==> src/rtl/fetch.sv <==
// -----------------------------------------------------------------------------
// fetch
//
// Multithreaded instruction fetch stage feeding the decoder. Keeps a PC and an
// active bit per hardware thread, picks the next active thread round-robin,
// runs a single outstanding instruction-memory request at a time and parks
// the returned word in a one-entry output register tagged with its PC and
// thread ID until decode takes it.
//
// Parameters
//   NUM_TRD   number of hardware threads (power of two, >= 2)
//   RESET_PC  PC loaded into thread 0 at reset
//
// Ports
//   clk, rst                   clock (rising edge), async active-high reset
//   imem_req/imem_addr         request valid + fetch PC, held until imem_gnt
//   imem_gnt                   request accepted this cycle
//   imem_rvalid/imem_rdata     one read response per grant
//   ins_valid/ins_ready        output handshake to decode
//   ins/ins_pc/ins_tid         instruction word, its PC and its thread
//   redirect_valid/_tid/_pc    branch/exception redirect of one thread's PC
//   trd_valid/trd_ctrl/trd_tid thread control: 001 sleep, 010 wake,
//   init_pc                    011 kill, 111 init (start PC in init_pc)
//   active_mask                per-thread active bits
// -----------------------------------------------------------------------------
module fetch #(
  parameter int          NUM_TRD  = 4,
  parameter logic [31:0] RESET_PC = 32'h0,
  localparam int         TW       = $clog2(NUM_TRD)
) (
  input  logic               clk,
  input  logic               rst,
  output logic               imem_req,
  output logic [31:0]        imem_addr,
  input  logic               imem_gnt,
  input  logic               imem_rvalid,
  input  logic [31:0]        imem_rdata,
  output logic               ins_valid,
  input  logic               ins_ready,
  output logic [31:0]        ins,
  output logic [31:0]        ins_pc,
  output logic [TW-1:0]      ins_tid,
  input  logic               redirect_valid,
  input  logic [TW-1:0]      redirect_tid,
  input  logic [31:0]        redirect_pc,
  input  logic               trd_valid,
  input  logic [2:0]         trd_ctrl,
  input  logic [TW-1:0]      trd_tid,
  input  logic [31:0]        init_pc,
  output logic [NUM_TRD-1:0] active_mask
);

  localparam logic [2:0] CTRL_SLEEP = 3'b001;
  localparam logic [2:0] CTRL_WAKE  = 3'b010;
  localparam logic [2:0] CTRL_KILL  = 3'b011;
  localparam logic [2:0] CTRL_INIT  = 3'b111;

  typedef enum logic [1:0] {
    S_IDLE,
    S_REQ,
    S_WAIT,
    S_HOLD
  } state_t;

  state_t               state_q, state_d;
  logic [31:0]          pc_q [NUM_TRD];
  logic [31:0]          pc_d [NUM_TRD];
  logic [NUM_TRD-1:0]   active_q, active_d;
  logic [TW-1:0]        rr_q, rr_d;
  logic                 squash_q, squash_d;

  logic                 imem_req_d;
  logic [31:0]          imem_addr_d;
  logic                 ins_valid_d;
  logic [31:0]          ins_d;
  logic [31:0]          ins_pc_d;
  logic [TW-1:0]        ins_tid_d;

  logic                 is_stop;
  logic                 squash_hit;
  logic                 drop_rsp;
  logic                 sel_found;
  logic [TW-1:0]        sel_tid;
  logic                 sel_stop;

  // First active thread at offset 1..NUM_TRD from the last pick. The loop
  // runs from the far end so the nearest hit is the one left standing.
  function automatic logic [TW:0] pick_next(input logic [NUM_TRD-1:0] mask,
                                            input logic [TW-1:0]      last);
    logic [TW-1:0] cand;
    pick_next = '0;
    for (int i = NUM_TRD; i >= 1; i--) begin
      cand = last + TW'(i);
      if (mask[cand]) pick_next = {1'b1, cand};
    end
  endfunction

  assign active_mask = active_q;

  // rr_q always names the thread whose fetch is in flight or held.
  assign is_stop    = trd_valid && (trd_ctrl == CTRL_SLEEP || trd_ctrl == CTRL_KILL);
  assign squash_hit = (redirect_valid && redirect_tid == rr_q) ||
                      (is_stop && trd_tid == rr_q);
  assign drop_rsp   = squash_q || squash_hit;

  assign {sel_found, sel_tid} = pick_next(active_q, rr_q);
  // A thread being stopped in the very cycle it is picked must not deliver.
  assign sel_stop = is_stop && trd_tid == sel_tid;

  // PC table and active bits. Later writes win: +4 write-back, then
  // redirect, then init.
  always_comb begin
    for (int t = 0; t < NUM_TRD; t++) pc_d[t] = pc_q[t];
    active_d = active_q;

    if (state_q == S_WAIT && imem_rvalid && !drop_rsp)
      pc_d[rr_q] = imem_addr + 32'd4;

    if (redirect_valid)
      pc_d[redirect_tid] = redirect_pc;

    if (trd_valid) begin
      case (trd_ctrl)
        CTRL_INIT: begin
          active_d[trd_tid] = 1'b1;
          pc_d[trd_tid]     = init_pc;
        end
        CTRL_WAKE:             active_d[trd_tid] = 1'b1;
        CTRL_SLEEP, CTRL_KILL: active_d[trd_tid] = 1'b0;
        default: ;
      endcase
    end
  end

  // Fetch control. The selected address is taken from pc_d so a redirect or
  // init landing in the selection cycle is not lost.
  always_comb begin
    state_d     = state_q;
    rr_d        = rr_q;
    squash_d    = squash_q;
    imem_req_d  = imem_req;
    imem_addr_d = imem_addr;
    ins_valid_d = ins_valid;
    ins_d       = ins;
    ins_pc_d    = ins_pc;
    ins_tid_d   = ins_tid;

    case (state_q)
      S_IDLE: begin
        if (sel_found) begin
          rr_d        = sel_tid;
          imem_addr_d = pc_d[sel_tid];
          imem_req_d  = 1'b1;
          squash_d    = sel_stop;
          state_d     = S_REQ;
        end
      end

      S_REQ: begin
        if (squash_hit) squash_d = 1'b1;
        if (imem_gnt) begin
          imem_req_d = 1'b0;
          state_d    = S_WAIT;
        end
      end

      S_WAIT: begin
        if (imem_rvalid) begin
          squash_d = 1'b0;
          if (drop_rsp) begin
            state_d = S_IDLE;
          end else begin
            ins_d       = imem_rdata;
            ins_pc_d    = imem_addr;
            ins_tid_d   = rr_q;
            ins_valid_d = 1'b1;
            state_d     = S_HOLD;
          end
        end else if (squash_hit) begin
          squash_d = 1'b1;
        end
      end

      S_HOLD: begin
        if (squash_hit) begin
          ins_valid_d = 1'b0;
          state_d     = S_IDLE;
        end else if (ins_ready) begin
          ins_valid_d = 1'b0;
          if (sel_found) begin
            rr_d        = sel_tid;
            imem_addr_d = pc_d[sel_tid];
            imem_req_d  = 1'b1;
            squash_d    = sel_stop;
            state_d     = S_REQ;
          end else begin
            state_d = S_IDLE;
          end
        end
      end

      default: state_d = S_IDLE;
    endcase
  end

  always_ff @(posedge clk or posedge rst) begin
    if (rst) begin
      state_q   <= S_IDLE;
      rr_q      <= {TW{1'b1}};
      squash_q  <= 1'b0;
      active_q  <= NUM_TRD'(1);
      for (int t = 0; t < NUM_TRD; t++) pc_q[t] <= (t == 0) ? RESET_PC : 32'h0;
      imem_req  <= 1'b0;
      imem_addr <= 32'h0;
      ins_valid <= 1'b0;
      ins       <= 32'h0;
      ins_pc    <= 32'h0;
      ins_tid   <= '0;
    end else begin
      state_q   <= state_d;
      rr_q      <= rr_d;
      squash_q  <= squash_d;
      active_q  <= active_d;
      for (int t = 0; t < NUM_TRD; t++) pc_q[t] <= pc_d[t];
      imem_req  <= imem_req_d;
      imem_addr <= imem_addr_d;
      ins_valid <= ins_valid_d;
      ins       <= ins_d;
      ins_pc    <= ins_pc_d;
      ins_tid   <= ins_tid_d;
    end
  end

endmodule

==> config.mk <==
export PLATFORM = sky130hd
export DESIGN_NAME = fetch
export DESIGN_NICKNAME = d
export VERILOG_FILES = /design/src/rtl/fetch.sv
export SDC_FILE = /design/constraint.sdc
export NUM_CORES = 1
export LEC_CHECK = 0
export CORE_MARGIN = 3
export CORE_UTILIZATION = 50
export CTS_CLUSTER_SIZE = 12
export DETAILED_ROUTE_END_ITERATION = 8
export PLACE_DENSITY = 0.75
export SLEW_MARGIN = 15
export SYNTH_ARGS = -nofsm -noshare
export SYNTH_HDL_FRONTEND = slang
export SYNTH_SLANG_ARGS = --single-unit
==> constraint.sdc <==
create_clock -name clk -period 22.7 [get_ports clk]
set_input_delay 4.54 -clock clk [delete_from_list [all_inputs] [get_ports clk]]
set_output_delay 4.54 -clock clk [all_outputs]
set_load 0.05 [all_outputs]
-- Yosys cells after proc, flatten, opt, wreduce, memory -nomap -nowiden
Cells that the tools add are included.
- output and inout port bits: 104
- memories: 0
- memory bits (writable): 0
- register bits after elaboration: 237
- bits of input ports: 110
- word-level logic and storage cells: 147
- bits in latches: 0
- memory bits (read-only): 0
- $lt $le $gt $ge: 13
- bitwise gates (word level): 8
- $add $sub $neg: 4
- divide/modulo/power cells: 0
- muxes and demuxes: 63
- multiply operators: 0
- equality and inequality tests: 17
- reductions and logical operators: 28
- shifts and indexed selects: 0
- operators with widths (cell ; count):
    $mux 128 ; 4
    $bwmux 128 ; 3
    $mux 32 ; 8
    $demux 32 s2 ; 3
    $bmux 32 s2 ; 1
    $pmux 32 s2 ; 1
    $add 32x3->32 const B ; 1
    $mux 1 ; 19
    $mux 2 ; 9
    $lt 2x3->1 const B ; 5
    $ge 3x3->1 const B ; 4
    $mux 3 ; 4
    $ne 2x2->1 const B ; 6
    $not 2->3 ; 4
    $reduce_and 4->1 ; 3
    $logic_and 1x1->1 ; 10
    $lt 3x1->1 const B ; 3
    $bmux 1 s2 ; 4
    $pmux 2 s4 ; 1
    $pmux 4 s2 ; 1
    $eq 2x2->1 ; 3
    $eq 3x2->1 const B ; 2
    $reduce_and 3->1 ; 2
    $reduce_bool 2->1 ; 3
    23 further kinds ; 29

-- Depth between registers and ports, before layout
Gate-level depths: netlist of the first run.
- depth after elaboration: 21
- gate-level depth with buffers: 13

-- Least setup slack after synthesis of the first run
Ideal clock, no wire load.
- path type: in2reg
- start: in trd_tid[1]
- end: reg imem_addr[0]
- path buffers: 3
- stages: 10
- data arrival time: 6.488 ns
- required time: 22.574 ns
- slack: 16.086 ns
- library setup time: 0.126 ns
- cells stage by stage: buf_2 > xor2_1 > or3_4 > buf_6 > nand3_2 > clkbuf_1 > mux2i_1 > a21oi_1 > o32a_1 > a221o_1
- longest elaborated chain between the ends: 19
- elaborated cells between the ends (all ways): 27
- RTL lines (element ; RTL line ; RTL):
    start, declared ; 48 ; input logic [TW-1:0] trd_tid,
    $eq 2x2->1 ; 103 ; (is_stop && trd_tid == rr_q);
    $logic_and 1x1->1 ; 103 ;
    $logic_or 1x1->1 ; 102 ; assign squash_hit = (redirect_valid && redirect_tid == rr_q) ||
    $logic_or 1x1->1 ; 104 ; assign drop_rsp = squash_q || squash_hit;
    $logic_not 1->1 ; 116 ; if (state_q == S_WAIT && imem_rvalid && !drop_rsp)
    $logic_and 1x1->1 ; 116 ;
    $mux 128 ; 116 ;
    $bwmux 128 ; 120 ; pc_d[redirect_tid] = redirect_pc;
    [2 not listed] ; -- ;
    $mux 128 ; 123 ; case (trd_ctrl)
    $mux 128 ; 122 ; if (trd_valid) begin
    $bmux 32 s2 ; 152, 192 ;
    $mux 32 (implied by the code) (2 in series) ; 152, 192 ;
    $mux 32 ; 150, 190 ;
    $mux 32 ; 188 ; end else if (ins_ready) begin
    $mux 32 ; 185 ; if (squash_hit) begin
    $pmux 32 s2 ; 148 ; case (state_q)
    end signal, assigned ; 226 ; imem_addr <= imem_addr_d;
    end, declared ; 34 ; output logic [31:0] imem_addr,
Parallel ways exist; a longest one is shown, timed or not. The select of a mux whose other input is x is not followed.
A chain may end at the register's enable or synchronous reset.

==> flow_metrics.py, run 1 <==
metrics = {
    "pwr": {
        "intPower_mw": 1.398,
        "switching_share_pct": 46.77,
        "p_comb_share_pct": 52.9,
        "power_density_nw_per_um2": 154.1,
        "power.leakage_nw": 7.132,
        "switching_power_mw": 1.228,
        "pwr-share-seq_pct": 29.3,
        "clockPowerShare_pct": 17.8,
        "power.ir.vdd_worst_v": 0.0001399,
        "totalPowerFinal_mw": 2.626,
    },
    "clocking": {
        "cts_root_buf": "sky130_fd_sc_hd__clkbuf_16",
        "maximum_buffer_depth_of_the_clock_tree": 3,
        "cts_sinks": 237,
        "clkTransAtPathRegs_ns": 0.06,
        "post-cts-setup-buffers": 0,
        "tritoncts_clock_tree": "done",
        "hold_buffers": 0,
        "cts_resized": 0,
        "htree_levels": 1,
        "clock_network_latency_to_the_later_pin_of_the_worst_skew_pair_ns": 0.56,
        "numCtsBuffers": 27,
    },
    "worst_setup_path": {
        "crit_path_max_fanout": 32,
        "critical_path_class": "in2reg",
        "endpoint_kind": "flip-flop",
        "data_arrival_time_of_the_worst_path_ns": 8.52,
        "worstPathRequired_ns": 23.10,
        "worstSetupStartpointType": "primary input",
    },
    "finish": {
        "drive_above_1_share_pct": 11.40,
        "finalNetCount": 1766,
        "final_cells": 2008,
        "finish.instance_area_um2": 17040,
        "synthToLayoutAreaGrowth_pct": 24.22,
        "postLayoutCoreUtil_pct": 63.23,
    },
    "floorplan": {
        "die_height_um": 171.6,
        "design.portCount": 214,
        "placement_rows": 60,
        "start_util_pct": 50.90,
        "floorplan.core_area_um2": 26950,
        "dieArea_um2": 29460,
        "die_width_um": 171.6,
    },
    "detailed_routing": {
        "pre_repair_dr_iteration_count": 7,
        "detail_route.wirelength_um": 54480,
        "number_of_remaining_drc_errors": 0,
        "avgRoutedWirePerCell_um": 27.13,
        "drt-initial-drc-count": 2300,
        "drtAntennaViolNets": 0,
        "routed-via-count": 13970,
        "post_drt_via_cell_ratio": 6.957,
    },
    "place": {
        "post-dp-hpwl_um": 34330,
        "io_buffer_count": 213,
        "placed_cells_incl_taps": 1958,
        "place_congestion": 0.9450,
        "dpl_worst_slack_ns": 14.25,
        "postPlaceCellArea_um2": 16100,
    },
    "global_routing": {
        "grt_pass1_vias": 13420,
        "track_usage_pct": 36.01,
        "maximum_number_of_pins_on_one_net_before_global_route_repair": 103,
        "number_of_antenna_violations_at_the_first_check_in_global_routing": 0,
        "grt.overflow.total": 0,
        "grt_first_pass_wirelength_um": 80820,
    },
    "run_status": {
        "status": "finished, final reports clean",
    },
    "logic_synthesis": {
        "ys.flop_type": "sky130_fd_sc_hd__dfrtp_1",
        "synth_cell_types": 84,
        "ys.warnings.count": 0,
        "ys_seq_elements": 237,
        "synth_sequential_area_ratio_pct": 43.26,
        "area_fraction_of_the_dominant_cell_type_after_synthesis_pct": 42.69,
        "avg_synthesized_cell_area_um2": 9.238,
        "yosysTopAreaCell": "sky130_fd_sc_hd__dfrtp_1",
        "synthCells": 1485,
        "synthTopCellsByArea": "sky130_fd_sc_hd__dfrtp_1 (43%), sky130_fd_sc_hd__mux2_2 (5.7%), sky130_fd_sc_hd__nor2_1 (4.3%), sky130_fd_sc_hd__nand2_1 (3.4%), sky130_fd_sc_hd__a21oi_1 (3.2%)",
        "syn_area_um2": 13720,
        "synth_edf_count": 0,
        "asyncSetResetFlopFracSynth_pct": 100.0,
        "postSynthNetCount": 1605,
    },
    "timing": {
        "finalCritPeriodShare_pct": 35.78,
        "layout_setup_ws_ns": 14.58,
        "maxSlewHeadroom_pct": 18.93,
        "setup_tns_ns": 0,
        "count_of_endpoints_failing_hold_in_the_final_timing_report": 0,
        "post-route-min-period_ns": 8.122,
        "timing.final.max_slew_violations": 0,
        "hold_slack_ns": 0.4765,
        "fmax_ghz": 0.1231,
        "rsz0062_at_grt": "no",
        "clock_skew_ns": 0.01481,
        "tightest_slew_ns": 1.212,
        "setup_viol": 0,
    },
    "hold_path": {
        "holdCritPathClass": "reg2reg",
    },
    "run": {
        "drv_cap": 0,
    },
}
[layer usage]
| metal | GRT usage (%) | up-vias | part of all wire, % | wire, um |
|---|---|---|---|---|
| met4 | 15.71 | 0 | 5.0 | 2721 |
| met2 | 52.90 | 1238 | 42 | 23060 |
| met5 | 0 | - | 0 | 0 |
| met1 | 48.72 | 6629 | 37 | 20360 |
| met3 | 11.95 | 245 | 15 | 8334 |
| li1 | - | 5857 | - | - |
[power by group through the flow]
stage / Combinational [mW] / Sequential [mW] / Clock, mW
2_1_floorplan: 0.630 / 1.01 / 0
3_3_place_gp: 1.34 / 0.760 / 0
3_5_place_dp: 1.35 / 0.768 / 0
4_1_cts: 1.36 / 0.763 / 0.470
5_1_grt: 1.46 / 0.786 / 0.485
6_report: 1.39 / 0.769 / 0.469
[cells by family (layout without fill, tap and decap cells)]
logic type / Yosys count / after routing / share of synthesized area (%)
xor gates and xnor gates: 36 / 36 / 2.353
DFF: 237 / 237 / 43.26
buffers and inverters: 146 / 327 / 4.442
and+or+nand+nor: 506 / 506 / 18.08
AOI/OAI and AO/OA: 455 / 455 / 23.39
adders and majority gates: 10 / 10 / 0.9121
other: 0 / 1 / 0
muxes: 95 / 95 / 7.570
[critical path: stages]
cell	delay [ns]
sky130_fd_sc_hd__clkdlybuf4s50_1	0.79
sky130_fd_sc_hd__xor2_2	0.25
sky130_fd_sc_hd__or3_4	0.41
sky130_fd_sc_hd__nand3_1	0.82
sky130_fd_sc_hd__nor2_1	1.10
sky130_fd_sc_hd__a211oi_1	0.21
sky130_fd_sc_hd__a211oi_1	0.28
sky130_fd_sc_hd__a211oi_1	0.09
[final cells by class]
| type | count | area, um2 |
|---|---|---|
| diodes | 1 | 2.502 |
| clock buffers | 39 | 810.8 |
| clock inverters | 10 | 128.9 |
| fillers | 2192 | 9911 |
| inverters | 30 | 120.1 |
| multi-input cells | 1102 | 7222 |
| flip-flops and latches | 237 | 5934 |
| well taps | 341 | 426.7 |
| repair buffers | 248 | 2395 |
[synth_stat cells, drive strengths merged, types with 24 or more instances]
| master | n |
|---|---|
| dfrtp | 234 |
| nor2 | 156 |
| nand2 | 126 |
| a21oi | 88 |
| o21ai | 85 |
| clkbuf | 81 |
| mux2 | 70 |
| nor3 | 40 |
| a211oi | 37 |
| nand3 | 36 |
| buf | 35 |
| and3 | 33 |
| inv | 30 |
| a221o | 28 |
| or3 | 28 |
| a31oi | 25 |
| mux2i | 25 |
| o211ai | 24 |
[layout by cell type, fill, tap and decap left out, drive strengths merged, types with 18 or more instances in the layout]
cell type / n
nor4: 18
a21oi: 88
o21ai: 85
a221o: 28
buf: 35
clkdlybuf4s50: 213
nand2: 126
nor3: 40
nand3: 36
mux2: 70
dfrtp: 234
a31oi: 25
clkbuf: 39
a211oi: 37
and3: 33
or3: 28
xnor2: 20
o211ai: 24
mux2i: 25
nor2: 156
inv: 31
[registers in the layout, summed over array words and instances, names as in the netlist, named ones only]
signal / flops
ins_tid: 2
imem_req: 1
ins: 32
imem_addr: 32
squash_q: 1
rr_q: 2
pc_q: 128
state_q: 2
ins_pc: 32
ins_valid: 1
[worst paths after layout]
check / startpoint / to / slack [ns] / depth (start not counted)
max in group asynchronous: rst / async pin / 16.74 / 3
worst max register to register: state_q[0] / imem_addr[15] / 18.41 / 9
worst min register to register: ins_tid[0] / ins_tid[0] / 0.48 / 2
worst max-delay path: trd_tid[0] / imem_addr[15] / 14.58 / 8
min in group asynchronous: rst / ins[25] / 4.47 / 2
worst min-delay path: ins_tid[0] / ins_tid[0] / 0.48 / 2
Power figures use the tool's default switching activity.
==> run 2, diff against run 1 <==
- PLACE_DENSITY: 0.75 -> 0.78
- clock period: 22.7 -> 6.6 ns (I/O delays scaled with it)
==> flow_metrics.py, run 2 (synthesis results as in run 1) <==
metrics = {
    "global_routing": {
        "grt_first_pass_wirelength_um": 81460,
        "track_usage_pct": 36.02,
        "number_of_antenna_violations_at_the_first_check_in_global_routing": 0,
        "grt.overflow.total": 0,
        "grt_pass1_vias": 13800,
        "maximum_number_of_pins_on_one_net_before_global_route_repair": 190,
    },
    "clocking": {
        "clock_network_latency_to_the_later_pin_of_the_worst_skew_pair_ns": 0.55,
        "tritoncts_clock_tree": "done",
        "maximum_buffer_depth_of_the_clock_tree": 3,
        "clkTransAtPathRegs_ns": 0.07,
        "cts_root_buf": "sky130_fd_sc_hd__clkbuf_16",
        "hold_buffers": 0,
        "post-cts-setup-buffers": 0,
        "cts_sinks": 237,
        "cts_resized": 0,
        "htree_levels": 1,
        "numCtsBuffers": 27,
    },
    "detailed_routing": {
        "detail_route.wirelength_um": 54850,
        "post_drt_via_cell_ratio": 7.076,
        "drtAntennaViolNets": 0,
        "drt-initial-drc-count": 2176,
        "routed-via-count": 14210,
        "avgRoutedWirePerCell_um": 27.31,
        "pre_repair_dr_iteration_count": 7,
        "number_of_remaining_drc_errors": 0,
    },
    "run_status": {
        "status": "finished, final reports clean",
    },
    "pwr": {
        "power.ir.vdd_worst_v": 0.0003533,
        "pwr-share-seq_pct": 29.8,
        "switching_power_mw": 4.219,
        "switching_share_pct": 47.41,
        "clockPowerShare_pct": 16.7,
        "power_density_nw_per_um2": 524.6,
        "power.leakage_nw": 7.095,
        "p_comb_share_pct": 53.5,
        "intPower_mw": 4.680,
        "totalPowerFinal_mw": 8.899,
    },
    "finish": {
        "layout.cells.most_common": "sky130_fd_sc_hd__dfrtp_1",
        "seqCellArea_um2": 5934,
        "largest_register_ffs": 128,
        "multi_input_comb_area_um2": 7217,
        "max_flop_register": "pc_q",
        "final_cells": 2008,
        "final.fill_count": 2248,
        "synthToLayoutAreaGrowth_pct": 23.65,
        "drive_above_1_share_pct": 11.17,
        "most-common-layout-cells": "sky130_fd_sc_hd__dfrtp_1 (234), sky130_fd_sc_hd__clkdlybuf4s50_1 (213), sky130_fd_sc_hd__nor2_1 (155)",
        "finalNetCount": 1766,
    },
    "worst_setup_path": {
        "critical_path_class": "in2reg",
        "crit_path_end": "imem_addr[30]",
        "worstPathRequired_ns": 7.04,
        "length_in_cells_of_the_worst_reg_to_reg_path": 8,
        "worst_r2r_startpoint": "rr_q[0]",
        "crit_path_max_fanout": 24,
        "crit-reg2reg-capture": "imem_addr[23]",
        "cp_cell_sequence": "clkdlybuf4s50_1, xnor2_1, nand3_1, buf_4, nand3_1, nor2_1, a221o_1, mux2_2, a221o_1",
        "critical_path_depth": 9,
        "worst_path_max_delay_cell": "sky130_fd_sc_hd__nand3_1",
        "worst-path-buf-inv": 2,
        "endpoint_kind": "flip-flop",
        "r2r_setup_slack_ns": 2.53,
        "timing.critical_path.max_delay_family": "simple AND/OR/NAND/NOR gates",
        "data_arrival_time_of_the_worst_path_ns": 5.12,
        "critical-path-max-stage-delay_ns": 0.76,
        "worstSetupStartpointType": "primary input",
        "critical_path.startpoint": "redirect_tid[1]",
    },
    "run": {
        "drv_cap": 0,
    },
    "timing": {
        "finalCritPeriodShare_pct": 70.84,
        "clock_skew_ns": 0.01527,
        "count_of_endpoints_failing_hold_in_the_final_timing_report": 0,
        "fmax_ghz": 0.2139,
        "tightest_slew_ns": 1.283,
        "hold_slack_ns": 0.4845,
        "setup_tns_ns": 0,
        "maxSlewHeadroom_pct": 14.12,
        "setup_viol": 0,
        "rsz0062_at_grt": "no",
        "timing.final.max_slew_violations": 0,
        "post-route-min-period_ns": 4.675,
    },
    "floorplan": {
        "floorplan.core_area_um2": 26950,
        "placement_rows": 60,
        "design.portCount": 214,
        "die_width_um": 171.6,
        "die_height_um": 171.6,
        "start_util_pct": 50.90,
        "dieArea_um2": 29460,
    },
    "place": {
        "io_buffer_count": 213,
        "place_congestion": 0.9883,
        "post-dp-hpwl_um": 35090,
        "placed_cells_incl_taps": 1958,
    },
    "hold_path": {
        "holdCritPathClass": "reg2reg",
    },
}
run 2: routing by layer:
metal / wire length [um] / global-route usage, % / vias to the layer above / part of all wire (%)
met5: 0 / 0 / - / 0
met4: 3336 / 18.93 / 0 / 6.1
met3: 8349 / 12.85 / 277 / 15
met2: 23050 / 52.64 / 1326 / 42
met1: 20110 / 47.06 / 6743 / 37
li1: - / - / 5862 / -
run 2: worst min path at each step:
stage	from	end	depth (start not counted)
5_1_grt	ins_pc[20]	ins_pc[20]	2
4_1_cts	ins_pc[20]	ins_pc[20]	2
3_5_place_dp	ins_pc[20]	ins_pc[20]	2
6_report	ins_pc[20]	ins_pc[20]	2
3_3_place_gp	ins_pc[30]	ins_pc[30]	2
2_1_floorplan	pc_q[54]	pc_q[54]	2
run 2: area by class of cell:
| class | instances | area share, % |
|---|---|---|
| multi-input cells | 1102 | 42.55 |
| clock buffers | 39 | 4.721 |
| repair buffers | 248 | 14.19 |
| inverters | 30 | 0.6860 |
| diodes | 2 | 0.02951 |
| well taps | 341 | 2.515 |
| flip-flops and latches | 237 | 34.99 |
| clock inverters | 9 | 0.3246 |
run 2: worst register-to-register path: cells and delay by family (launching register included):
kind	cells	cell delay (ns)
AO/OA/AOI/OAI	4	1.56
AND/OR/NAND/NOR	2	1.09
flip-flops	1	0.71
adder cells (fa/ha/maj)	1	0.41
buffers and inverters	1	0.20
run 2: power groups by stage:
stage	logic, mW	clock network [mW]	registers, mW
6_report	4.76	1.49	2.66
5_1_grt	4.99	1.54	2.71
4_1_cts	4.66	1.49	2.63
3_5_place_dp	4.64	0	2.64
3_3_place_gp	4.57	0	2.62
2_1_floorplan	2.17	0	3.47
run 2: through the flow:
| stage | worst slack, ns | cell area (um2) | util, % |
|---|---|---|---|
| 3_5_place_dp | 1.560 | 16100 | 59.74 |
| 4_1_cts | 2.116 | 16960 | 62.92 |
| 2_1_floorplan | 2.177 | 13720 | - |
| 6_report | 1.925 | 16960 | 62.94 |
| 3_3_place_gp | 1.653 | 16100 | 59.74 |
| 5_1_grt | 1.870 | 16960 | 62.92 |
